[src/rtl/simple_cpu_sequencer.sv]
// Fetch/decode/execute sequencer for the simple 8-bit CPU; drives the program ROM address.
// Optional carry flag output: define SIMPLE_CPU_CARRY_FLAG_EN.
module simple_cpu_sequencer #(
    parameter int unsigned DATA_WIDTH = 8,
    parameter int unsigned ADDR_WIDTH = 6
) (
    input  logic                  clk,
    input  logic                  rst,
    input  logic                  run,
    output logic [ADDR_WIDTH-1:0] address,
    input  logic [DATA_WIDTH-1:0] instruction,
    output logic [ADDR_WIDTH-1:0] pc,
    output logic [DATA_WIDTH-1:0] ac,
    output logic [1:0]            opcode,
    output logic [3:0]            state,
`ifdef SIMPLE_CPU_CARRY_FLAG_EN
    output logic                  carry,
`endif
    output logic                  instr_done
);

    typedef enum logic [3:0] {
        FETCH1 = 4'd0,
        FETCH2 = 4'd1,
        FETCH3 = 4'd2,
        ADD1   = 4'd3,
        ADD2   = 4'd4,
        AND1   = 4'd5,
        AND2   = 4'd6,
        JMP1   = 4'd7,
        INC1   = 4'd8
    } state_t;

    state_t                state_q;
    logic [ADDR_WIDTH-1:0] pc_q;
    logic [ADDR_WIDTH-1:0] ar_q;
    logic [DATA_WIDTH-1:0] dr_q;
    logic [DATA_WIDTH-1:0] ac_q;
    logic [1:0]            ir_q;
`ifdef SIMPLE_CPU_CARRY_FLAG_EN
    logic                  carry_q;
`endif

    // Sequencer FSM and datapath registers; reset aborts any instruction in flight.
    always_ff @(posedge clk) begin
        if (rst) begin
            state_q <= FETCH1;
            pc_q    <= '0;
            ar_q    <= '0;
            dr_q    <= '0;
            ac_q    <= '0;
            ir_q    <= '0;
`ifdef SIMPLE_CPU_CARRY_FLAG_EN
            carry_q <= 1'b0;
`endif
        end else begin
            case (state_q)
                FETCH1: begin
                    if (run) begin
                        ar_q    <= pc_q;
                        state_q <= FETCH2;
                    end
                end
                FETCH2: begin
                    dr_q    <= instruction;
                    pc_q    <= pc_q + ADDR_WIDTH'(1);
                    state_q <= FETCH3;
                end
                FETCH3: begin
                    ir_q <= dr_q[DATA_WIDTH-1 -: 2];
                    ar_q <= dr_q[ADDR_WIDTH-1:0];
                    case (dr_q[DATA_WIDTH-1 -: 2])
                        2'b00:   state_q <= ADD1;
                        2'b01:   state_q <= AND1;
                        2'b10:   state_q <= JMP1;
                        default: state_q <= INC1;
                    endcase
                end
                ADD1: begin
                    dr_q    <= instruction;
                    state_q <= ADD2;
                end
                ADD2: begin
`ifdef SIMPLE_CPU_CARRY_FLAG_EN
                    {carry_q, ac_q} <= {1'b0, ac_q} + {1'b0, dr_q};
`else
                    ac_q <= ac_q + dr_q;
`endif
                    state_q <= FETCH1;
                end
                AND1: begin
                    dr_q    <= instruction;
                    state_q <= AND2;
                end
                AND2: begin
                    ac_q    <= ac_q & dr_q;
                    state_q <= FETCH1;
                end
                JMP1: begin
                    pc_q    <= dr_q[ADDR_WIDTH-1:0];
                    state_q <= FETCH1;
                end
                INC1: begin
`ifdef SIMPLE_CPU_CARRY_FLAG_EN
                    carry_q <= (ac_q == '1);
`endif
                    ac_q    <= ac_q + DATA_WIDTH'(1);
                    state_q <= FETCH1;
                end
                default: begin
                    state_q <= FETCH1;
                end
            endcase
        end
    end

    // Completion pulse decoded from the final execute states, masked while reset is asserted.
    always_comb begin
        instr_done = 1'b0;
        if (!rst) begin
            instr_done = (state_q == ADD2) || (state_q == AND2) ||
                         (state_q == JMP1) || (state_q == INC1);
        end
    end

    assign address = ar_q;
    assign pc      = pc_q;
    assign ac      = ac_q;
    assign opcode  = ir_q;
    assign state   = state_q;
`ifdef SIMPLE_CPU_CARRY_FLAG_EN
    assign carry   = carry_q;
`endif

endmodule

[config.mk]
export PLATFORM = sky130hd
export DESIGN_NAME = simple_cpu_sequencer
export DESIGN_NICKNAME = d
export VERILOG_FILES = /design/src/rtl/simple_cpu_sequencer.sv
export SDC_FILE = /design/constraint.sdc
export NUM_CORES = 1
export LEC_CHECK = 0
export CORE_ASPECT_RATIO = 0.6
export CORE_MARGIN = 2
export CORE_UTILIZATION = 35
export CTS_CLUSTER_DIAMETER = 150
export CTS_CLUSTER_SIZE = 20
export DETAILED_ROUTE_END_ITERATION = 10
export HOLD_SLACK_MARGIN = 0.02
export SLEW_MARGIN = 20
export SYNTH_ARGS = -nofsm -noshare
export SYNTH_HDL_FRONTEND = slang
export SYNTH_SLANG_ARGS = --single-unit
[constraint.sdc]
create_clock -name clk -period 2.39 [get_ports clk]
set_input_delay 0.3585 -clock clk [delete_from_list [all_inputs] [get_ports clk]]
set_output_delay 0.3585 -clock clk [all_outputs]
set_load 0.05 [all_outputs]
==> flow_summary.toml <==
[place]
pre_cts_ws_ns = -0.0269
placed_cell_area_um2 = 2510
port_buffers = 37
routabilityCongestion = 0.882
hpwl_um = 3950

[cts]
htree_levels = 2
cts_buffers = 5
cts_tree = "done"
cts.sinks = 34
clockBufferDepth = 2
insertion_delay_ns = 0.29
cts_hold_buf = 0
cts-root-buf = "clkbuf_8"
cts.reportedPaths.clkPinSlew_ns = 0.08

[die]
rows = 21
die_w_um = 101
die_area_um2 = 6250
die_h_um = 62.1
start_util_pct = 35.8
coreArea_um2 = 5490
io_pins = 38

[layout]
drive_gt1_share_pct = 18.0
nNetsFinal = 316
antennaDiodeCount = 0
fin_area_um2 = 2720
synthToLayoutAreaGrowth_pct = 38.5

[synth]
synth.distinct_cells = 45
postSynth.asyncResetShare_pct = 0
synth.most_common_cell = "dfxtp_1"
synth_edf_count = 0
yosys.area.top_type_share_pct = 34.6
synth-seq-area-share_pct = 34.6
ys_seq_elements = 34
syn_nets = 263
synth_area_um2 = 1970
synthTopCellsByCount = "dfxtp_1 (34), nand2_1 (23), nor2_1 (23), a21oi_1 (22), ha_1 (11)"
yosysTopAreaCell = "dfxtp_1"
yosysWarningCount = 0
syn-instance-count = 240
synthFlopType = "dfxtp_1"
syn_avg_cell_area_um2 = 8.19
synth.area.top_cells = "dfxtp_1 (35%), ha_1 (7.0%), a21oi_1 (5.6%)"

[route]
dr.pass1.iters = 4
vias = 1875
drt_iter0_drc = 121
wl_per_cell_um = 15.5
ant_nets = 0
drt_wl_total_um = 5640
detail_route.drc_violations = 0
viasPerCell = 5.17

[worst_setup_path]
cp.required_ns = 2.58
critPathMaxFanout = 5
cp-end-kind = "register"
critPathKind = "register to register"
arrival_ns = 2.52
startpoint_type = "register"

[power_and_ir_drop]
combPwrFrac_pct = 21.3
netSwitchingFraction_pct = 31.1
power_frac_seq_pct = 45.0
p_leak_uw = 0.00104
p_int_uw = 940
cellPowerDensity_nw_per_um2 = 501
p_switching_uw = 424
ir_drop_v = 0.000205
pwr-share-clk_pct = 33.7

[sta]
timing.fmax_mhz = 428
worst-slew-pin-transition_ns = 0.681
hold_viol = 0
tns_ns = 0
setup_viol = 0
finalMaxSlewViolations = 0
setup_slack_ns = 0.0555
slew-limit-headroom_pct = 54.3
finClkSkew_ns = 0.00669
min_period_ns = 2.33
post-route-period-util_pct = 97.7

[global_routing]
grt_max_degree = 26
grt_pass1_wl_um = 8610
grt_pass1_vias = 1678
grt_antenna_before_repair = 0
grt_overflow = 0
grt_usage_pct = 18.3

[run]
maxCapViolations = 0

[run_status]
status = "completed"

[min_path]
hold_class = "register to register"
==> state kept, by name, indices dropped and copies added (netlist names) <==
register / flops
ac: 8
dr_q: 8
address: 6
pc: 6
state: 4
opcode: 2
==> worst paths after layout <==
path,from,endpoint,slack (ns),cells after the start
worst max register to register,state[2],ac[7],0.06,9
worst min register to register,opcode[1],opcode[1],0.50,2
worst max-delay path,state[2],ac[7],0.06,9
worst min-delay path,opcode[1],opcode[1],0.50,2
==> placed cells by master, fill, tap and decap left out, types with 7 or more instances in the layout <==
cell type / n
a211oi_1: 7
a21oi_1: 17
buf_4: 21
clkdlybuf4s50_1: 36
dfxtp_1: 30
ha_1: 10
inv_1: 8
mux2i_1: 9
nand2_1: 22
nand3_1: 10
nor2_1: 23
nor2b_1: 7
nor3b_1: 7
==> final cells by class <==
| type | count | area, um^2 |
|---|---|---|
| Fill cell | 560 | 2770 |
| Sequential cell | 34 | 688 |
| Timing Repair Buffer | 60 | 554 |
| Clock buffer | 6 | 82.6 |
| Multi-Input combinational cell | 184 | 1270 |
| Clock inverter | 2 | 11.3 |
| Tap cell | 69 | 86.3 |
| Inverter | 8 | 30.0 |
==> routing by layer <==
metal,GRT usage [%],share of wire [%]
met4,5.28,0.27
met1,29.2,55
met2,23.4,39
met3,4.47,5.7
met5,0,0
==> repair_timing <==
action | CTS | global route
cloned | 0 | 1
setup buffers | 0 | 6
resized for setup | 2 | 18
pin swaps | 0 | 10
setup endpoints to repair | 1 | 4
endpoints found under the hold margin | 0 | 0
==> cell families after synthesis <==
kind of cell,after synthesis,synth area share [%]
AO/OA/AOI/OAI,61,19.8
XOR/XNOR,4,1.78
adder cells (fa/ha/maj),12,8.02
buffers and inverters,22,4.77
flip-flops,34,34.6
multiplexers,10,5.16
AND/OR/NAND/NOR,97,25.8
==> worst max-delay path, stage by stage (launching register included) <==
cell and delay [ns]:
dfxtp_2 0.34, nor4b_4 0.29, buf_4 0.18, nor2b_1 0.05, ha_1 0.35, a21oi_2 0.17, nand2_2 0.09, a21oi_2 0.19
mux2_4 0.32, a211o_1 0.26
==> metrics by stage <==
step           utilization (%)  instances  hold WS [ns]  power (uW)
2_1_floorplan                -        240         0.470         802
3_3_place_gp              45.7        348         0.486         904
3_5_place_dp              45.7        348         0.488         907
4_1_cts                   47.5        356         0.500        1370
5_1_grt                   49.6        363         0.546        1430
6_report                  49.6        363         0.499        1360
==> power groups by stage <==
stage / registers [uW] / clock network (uW) / logic, uW
CTS: 612 / 471 / 282
detailed placement: 625 / 0 / 281
global placement: 625 / 0 / 278
floorplan: 682 / 0 / 120
finish: 613 / 460 / 291
global route: 616 / 500 / 317
(Power assumes the default switching activity.)
